$ cat config.mk
export PLATFORM = sky130hd
export DESIGN_NAME = audio_stream_buffer
export DESIGN_NICKNAME = d
export VERILOG_FILES = /design/src/rtl/audio_pkg.sv /design/src/rtl/audio_sample_fifo.sv /design/src/rtl/audio_stream_buffer.sv
export SDC_FILE = /design/constraint.sdc
export NUM_CORES = 1
export LEC_CHECK = 0
export BUFFER_PORTS_ARGS = -buffer_cell sky130_fd_sc_hd__buf_4
export CAP_MARGIN = 20
export CORE_ASPECT_RATIO = 2
export CORE_MARGIN = 5
export CORE_UTILIZATION = 36
export CTS_CLUSTER_DIAMETER = 200
export DETAILED_ROUTE_END_ITERATION = 8
export PLACE_DENSITY = 0.59
export SLEW_MARGIN = 0
export SYNTH_ARGS = -nofsm -noshare
export SYNTH_HDL_FRONTEND = slang
export SYNTH_SLANG_ARGS = --single-unit
$ cat constraint.sdc
create_clock -name CLOCK_50 -period 4.9 [get_ports CLOCK_50]
set_input_delay 0.245 -clock CLOCK_50 [delete_from_list [all_inputs] [get_ports CLOCK_50]]
set_output_delay 0.245 -clock CLOCK_50 [all_outputs]
set_load 0.01 [all_outputs]
$ cat src/rtl/audio_pkg.sv
// Shared types, default sizes and the attenuation helper for the audio stream buffer.
package audio_pkg;
  localparam int AUDIO_DATA_W = 24;
  localparam int AUDIO_DEPTH  = 8;
  localparam int AUDIO_VOL_W  = 3;

  // Helper operates on a wide signed container so any DATA_W/VOL_W fits.
  localparam int ATT_MAX_W = 64;
  localparam int ATT_SH_W  = 8;

  typedef enum logic {R_IDLE, R_STROBE} rd_state_t;
  typedef enum logic {W_IDLE, W_STROBE} wr_state_t;

  // Sign-preserving attenuation: arithmetic right shift.
  function automatic logic signed [ATT_MAX_W-1:0] attenuate(
    input logic signed [ATT_MAX_W-1:0] sample,
    input logic        [ATT_SH_W-1:0]  shift
  );
    return sample >>> shift;
  endfunction
endpackage

$ cat src/rtl/audio_sample_fifo.sv
// Stereo sample FIFO: DEPTH entries, combinational head, synchronous flush.
module audio_sample_fifo #(
  parameter int WIDTH = 48,
  parameter int DEPTH = 8
) (
  input  logic                         CLOCK_50,
  input  logic                         reset,
  input  logic                         push,
  input  logic                         pop,
  input  logic                         clear,
  input  logic [WIDTH-1:0]             din,
  output logic [WIDTH-1:0]             dout,
  output logic                         full,
  output logic                         empty,
  output logic [$clog2(DEPTH+1)-1:0]   count
);
  localparam int AW = $clog2(DEPTH);
  localparam int CW = $clog2(DEPTH+1);

  logic [WIDTH-1:0] r_mem [DEPTH];
  logic [AW-1:0]    r_wr_ptr, r_rd_ptr;
  logic [CW-1:0]    r_count;
  logic             w_do_push, w_do_pop;

  // Full/empty come from the registered count, so a full FIFO drops even with a concurrent pop.
  assign full      = (r_count == CW'(DEPTH));
  assign empty     = (r_count == '0);
  assign w_do_push = push && !full  && !clear;
  assign w_do_pop  = pop  && !empty && !clear;
  assign dout      = r_mem[r_rd_ptr];
  assign count     = r_count;

  // Sample storage, no reset needed: only read when occupied.
  always_ff @(posedge CLOCK_50) begin
    if (w_do_push) r_mem[r_wr_ptr] <= din;
  end

  // Pointers wrap naturally since DEPTH is a power of two.
  always_ff @(posedge CLOCK_50 or negedge reset) begin
    if (!reset) begin
      r_wr_ptr <= '0;
      r_rd_ptr <= '0;
      r_count  <= '0;
    end else if (clear) begin
      r_wr_ptr <= '0;
      r_rd_ptr <= '0;
      r_count  <= '0;
    end else begin
      if (w_do_push) r_wr_ptr <= r_wr_ptr + AW'(1);
      if (w_do_pop)  r_rd_ptr <= r_rd_ptr + AW'(1);
      if (w_do_push && !w_do_pop)      r_count <= r_count + CW'(1);
      else if (w_do_pop && !w_do_push) r_count <= r_count - CW'(1);
    end
  end
endmodule

$ cat src/rtl/audio_stream_buffer.sv
// Codec loopback buffer: read FSM fills a stereo FIFO, write FSM drains it to the DAC
// with attenuation and mute. Define AUDIO_STREAM_MONO_EN to down-mix L/R to mono at pop.
module audio_stream_buffer
  import audio_pkg::*;
#(
  parameter int DATA_W = AUDIO_DATA_W,
  parameter int DEPTH  = AUDIO_DEPTH,
  parameter int VOL_W  = AUDIO_VOL_W
) (
  input  logic                        CLOCK_50,
  input  logic                        reset,
  input  logic                        enable,
  input  logic                        mute,
  input  logic                        clear,
  input  logic [VOL_W-1:0]            atten,
  input  logic                        read_ready,
  input  logic [DATA_W-1:0]           readdata_left,
  input  logic [DATA_W-1:0]           readdata_right,
  output logic                        read,
  input  logic                        write_ready,
  output logic                        write,
  output logic [DATA_W-1:0]           writedata_left,
  output logic [DATA_W-1:0]           writedata_right,
  output logic [$clog2(DEPTH+1)-1:0]  fifo_count,
  output logic                        overrun,
  output logic                        underrun
);
  localparam int CW = $clog2(DEPTH+1);

  rd_state_t r_rd_state, w_rd_next;
  wr_state_t r_wr_state, w_wr_next;

  logic [2*DATA_W-1:0]      w_head;
  logic                     w_full, w_empty, w_push, w_pop, w_wr_go, w_rd_drop;
  logic [CW-1:0]            w_count;
  logic signed [DATA_W-1:0] w_src_l, w_src_r;
  logic [DATA_W-1:0]        w_out_l, w_out_r;
  logic [DATA_W-1:0]        r_wd_l, r_wd_r;
  logic                     r_ovr, r_und;

  // Read strobe pushes (or drops when full); write launch pops at the same edge it leaves idle.
  assign w_push    = (r_rd_state == R_STROBE) && !w_full && !clear;
  assign w_rd_drop = (r_rd_state == R_STROBE) &&  w_full && !clear;
  assign w_wr_go   = (r_wr_state == W_IDLE) && write_ready && enable;
  assign w_pop     = w_wr_go && !w_empty && !clear;

  audio_sample_fifo #(.WIDTH(2*DATA_W), .DEPTH(DEPTH)) u_fifo (
    .CLOCK_50 (CLOCK_50),
    .reset    (reset),
    .push     (w_push),
    .pop      (w_pop),
    .clear    (clear),
    .din      ({readdata_left, readdata_right}),
    .dout     (w_head),
    .full     (w_full),
    .empty    (w_empty),
    .count    (w_count)
  );

`ifdef AUDIO_STREAM_MONO_EN
  logic signed [DATA_W:0] w_sum;
  assign w_sum   = $signed({w_head[2*DATA_W-1], w_head[2*DATA_W-1:DATA_W]})
                 + $signed({w_head[DATA_W-1],   w_head[DATA_W-1:0]});
  assign w_src_l = DATA_W'(w_sum >>> 1);
  assign w_src_r = DATA_W'(w_sum >>> 1);
`else
  assign w_src_l = w_head[2*DATA_W-1:DATA_W];
  assign w_src_r = w_head[DATA_W-1:0];
`endif

  assign w_out_l = DATA_W'(attenuate(ATT_MAX_W'(w_src_l), ATT_SH_W'(atten)));
  assign w_out_r = DATA_W'(attenuate(ATT_MAX_W'(w_src_r), ATT_SH_W'(atten)));

  // FSM state registers.
  always_ff @(posedge CLOCK_50 or negedge reset) begin
    if (!reset) begin
      r_rd_state <= R_IDLE;
      r_wr_state <= W_IDLE;
    end else begin
      r_rd_state <= w_rd_next;
      r_wr_state <= w_wr_next;
    end
  end

  // Next-state and strobes: each strobe lasts one cycle, then back to idle.
  always_comb begin
    w_rd_next = R_IDLE;
    w_wr_next = W_IDLE;
    read      = 1'b0;
    write     = 1'b0;
    case (r_rd_state)
      R_IDLE:   if (read_ready && enable) w_rd_next = R_STROBE;
      R_STROBE: read = 1'b1;
      default:  w_rd_next = R_IDLE;
    endcase
    case (r_wr_state)
      W_IDLE:   if (w_wr_go) w_wr_next = W_STROBE;
      W_STROBE: write = 1'b1;
      default:  w_wr_next = W_IDLE;
    endcase
  end

  // DAC sample register and sticky flags; clear wins over new flag events.
  always_ff @(posedge CLOCK_50 or negedge reset) begin
    if (!reset) begin
      r_wd_l <= '0;
      r_wd_r <= '0;
      r_ovr  <= 1'b0;
      r_und  <= 1'b0;
    end else begin
      if (w_wr_go) begin
        if (clear || w_empty || mute) begin
          r_wd_l <= '0;
          r_wd_r <= '0;
        end else begin
          r_wd_l <= w_out_l;
          r_wd_r <= w_out_r;
        end
      end
      if (clear) begin
        r_ovr <= 1'b0;
        r_und <= 1'b0;
      end else begin
        if (w_rd_drop)          r_ovr <= 1'b1;
        if (w_wr_go && w_empty) r_und <= 1'b1;
      end
    end
  end

  assign writedata_left  = r_wd_l;
  assign writedata_right = r_wd_r;
  assign fifo_count      = w_count;
  assign overrun         = r_ovr;
  assign underrun        = r_und;
endmodule

==> impl_results.md <==
* Status: finished clean
* DRC Markers at 0
* Layout area overhead at 18.5%
* Antenna Violating Nets Remaining at 0
* Final hold viol count at 0
* TritonCTS Buffers at 38
* Fin crit share at 0.644
* Hold EP: writedata_right[22]
* Die footprint at between 50000 and 60000 um2
* Hold buffers post-CTS at between 50 and 60
* CTS root buf: clkbuf_16
* Register area share after synthesis at 0.716
* Die Wd at approximately 170 um
* Vias per inst at between 5 and 6
* Initial antenna violation count at 1
* P_leak at between 7 and 8 nW
* CTS max path bufs at 3
* Unique masters post-synth at 54
* Gate Count Post-Synth at 940
* Routed length per instance at between 20 and 30 um
* Reg2Reg Setup Slack at approximately 1700 ps
* Post-synthesis area per instance at 19.4 um2
* Hold path cells at 4
* Site row count at 116
* Power Total at around 8.3 mW
* Reg-to-Reg End: writedata_left[22]
* Pwr per Cell Area at ~380 nW/um2
* DRT Wirelength at about 46000 um
* Via count at 9707
* CP Class: flip-flop to flip-flop
* Min Hold Slack at approximately 120 ps
* Final Max Tran Viols at 0
* Postcts setup bufs at 0
* Largest net degree at the start of global routing at between 60 and 70
* Number of global-route vias before repair at about 10000
* H-tree levels at 2
* WP data arrival at roughly 3600 ps
* Die Y at 329 um
* Reg-to-reg startpoint: u_fifo.r_rd_ptr[0]
* Min-Delay Startpoint: mute
* Post-detail-place hpwl at slightly above 30000 um
* Max Freq at 317 MHz
* Unrepaired setup endpoints after global routing: false
* 1st-pass router iterations at 5
* Max-cap viol count at 0
* Minimum clock period at roughly 3200 ps
* Maximum vdd drop at just under 200 uV
* Post-synth top flop: edfxtp_1
* #FFs+latches synth at around 450
* Worst setup EP type: flip-flop
* ANT cells at 0
* Final net count at around 1200
* # resized after CTS at 0
* Layout fillers at between 4000 and 5000
* DRT iter0 DRCs at around 800
* Clk Latency, worst-skew pair at between 500 and 600 ps
* Grt total ovfl at 0
* GP Congestion at between 0.8 and 0.9
* Layout cells sized above 1 at 0.321
* Clk_skew at between 10 and 15 ps
* Crit start category: flip-flop
* Clock Sinks at about 450
* Asr flop ratio synth at 0.139
* Core area at between 50000 and 60000 um2
* Number of synthesized flops with an enable pin at around 380
* Post-Syn Nets at between 1000 and 1500
* Setup TNS at 0 ps
* Worst-Margin Slew at 982 ps
* CTS tree: yes
* I/O Pins at ~110
* Total track usage at 0.167
* Worst min path class: input port to flip-flop
* CP max FO at 31
* Worst Reg-to-Reg Cells at 5
* Global-route wire length before repair at around 69000 um
* I/O Buffers at about 110
* Starting density of the core at 0.364
* Relative slew slack at 0.327
* Clock transition at path regs at around 70 ps
* Mapped Area at roughly 18000 um2
* Yosys warns at 0
* Setup violations, final at 0
* Worst endpoint required time at between 5000 and 6000 ps
cells by family (layout without fill, tap and decap cells):
kind of cell | count (synthesis) | count (layout) | synth area share
DFF | 446 | 446 | 0.716
muxes | 210 | 210 | 0.194
and+or+nand+nor | 135 | 135 | 0.0331
AOI/OAI and AO/OA | 76 | 76 | 0.0324
buffers and inverters | 61 | 269 | 0.0178
xor gates and xnor gates | 7 | 7 | 0.00335
adders and majority gates | 5 | 5 | 0.00383
cells in the final DEF (no fill, tap or decap), types with 3 or more instances in the layout:
cell type / Yosys / routed
mux4_1: 5 / 5
nand2_1: 64 / 64
o221ai_1: 30 / 30
o2111ai_1: 4 / 4
a21oi_1: 7 / 7
inv_1: 6 / 6
buf_4: 3 / 138
clkinv_1: 0 / 5
mux2_2: 54 / 54
nand2b_1: 3 / 3
nor2_4: 0 / 6
clkinvlp_4: 0 / 3
clkbuf_16: 0 / 40
nand3_1: 7 / 7
xor2_1: 4 / 4
o21ai_0: 8 / 8
or3_1: 6 / 6
xnor2_1: 3 / 3
o211ai_1: 9 / 9
clkinv_2: 0 / 4
dfrtp_1: 62 / 59
mux2i_1: 48 / 48
ha_1: 4 / 4
edfxtp_1: 384 / 384
nor2_1: 36 / 30
mux4_2: 101 / 101
nor3_2: 2 / 3
dlygate4sd3_1: 0 / 53
clkbuf_1: 32 / 11
per-stage QoR:
step	worst slack, ps	instance area (um2)	cells	utilization
6_report	1750	21700	1797	0.431
3_3_place_gp	1810	19900	1675	0.397
2_1_floorplan	62.7	18300	940	-
4_1_cts	1800	21700	1797	0.431
5_1_grt	1610	21700	1797	0.431
3_5_place_dp	1810	19900	1675	0.397
cell type report:
type,count,area (um2),share of cell area
Clock buffer,53,1070,0.0494
Clock inverter,16,139,0.00641
Inverter,8,30.0,0.00139
Multi-Input combinational cell,433,4930,0.228
Sequential cell,446,13100,0.604
Tap cell,649,812,0.0375
Timing Repair Buffer,192,1590,0.0733
worst max-delay path, cell delays in order, from the launching register on:
cell     delay [ps]
dfrtp_4         890
mux4_2          580
mux2i_1         780
mux2i_1         330
a21oi_1         300
o21ai_0         110
where the power goes:
group | leakage, nW | internal [mW] | total, mW | switching [mW]
Sequential | 4.30 | 4.21 | 4.32 | 0.111
Clock | 0.581 | 1.64 | 2.97 | 1.32
Combinational | 2.40 | 0.486 | 0.991 | 0.505
registers in the layout, summed over array words and instances (netlist names):
| signal | flops |
|---|---|
| overrun | 1 |
| r_rd_state | 1 |
| r_wr_state | 1 |
| u_fifo.count | 4 |
| u_fifo.r_mem | 384 |
| u_fifo.r_rd_ptr | 3 |
| u_fifo.r_wr_ptr | 3 |
| underrun | 1 |
| writedata_left | 24 |
| writedata_right | 24 |
worst max-delay path by stage:
stage | end | from
after floorplan | u_fifo.r_mem[1][0] | u_fifo.count[3]
final | writedata_left[22] | u_fifo.r_rd_ptr[0]
after global placement | writedata_left[22] | u_fifo.r_rd_ptr[0]
after CTS | writedata_left[22] | u_fifo.r_rd_ptr[0]
after global routing | writedata_left[22] | u_fifo.r_rd_ptr[0]
after detailed placement | writedata_left[22] | u_fifo.r_rd_ptr[0]
synthesized netlist by cell type (3+ instances only):
cell,number,area share
nand2b_1,3,0.0010
mux4_1,5,0.0072
buf_2,11,0.0030
or3_1,6,0.0021
xnor2_1,3,0.0014
nand3_1,7,0.0019
a21oi_1,7,0.0019
mux2_2,54,0.033
o221ai_1,30,0.014
ha_1,4,0.0027
buf_12,3,0.0033
nor2_1,36,0.0074
clkbuf_1,32,0.0066
o211ai_1,9,0.0037
xor2_1,4,0.0019
nand2_1,64,0.013
buf_4,3,0.0012
edfxtp_1,384,0.63
mux2i_1,48,0.026
o2111ai_1,4,0.0019
buf_6,3,0.0018
dfrtp_1,62,0.085
o21ai_0,8,0.0022
mux4_2,101,0.12
inv_1,6,0.0012
routing by layer:
metal | GRT usage | routed length, um | up-vias
li1 | - | - | 4195
met1 | 0.202 | 17400 | 5131
met2 | 0.304 | 25000 | 310
met3 | 0.0221 | 2140 | 71
met4 | 0.0559 | 1600 | 0
met5 | 0 | 0 | -
(Power assumes the default switching activity.)
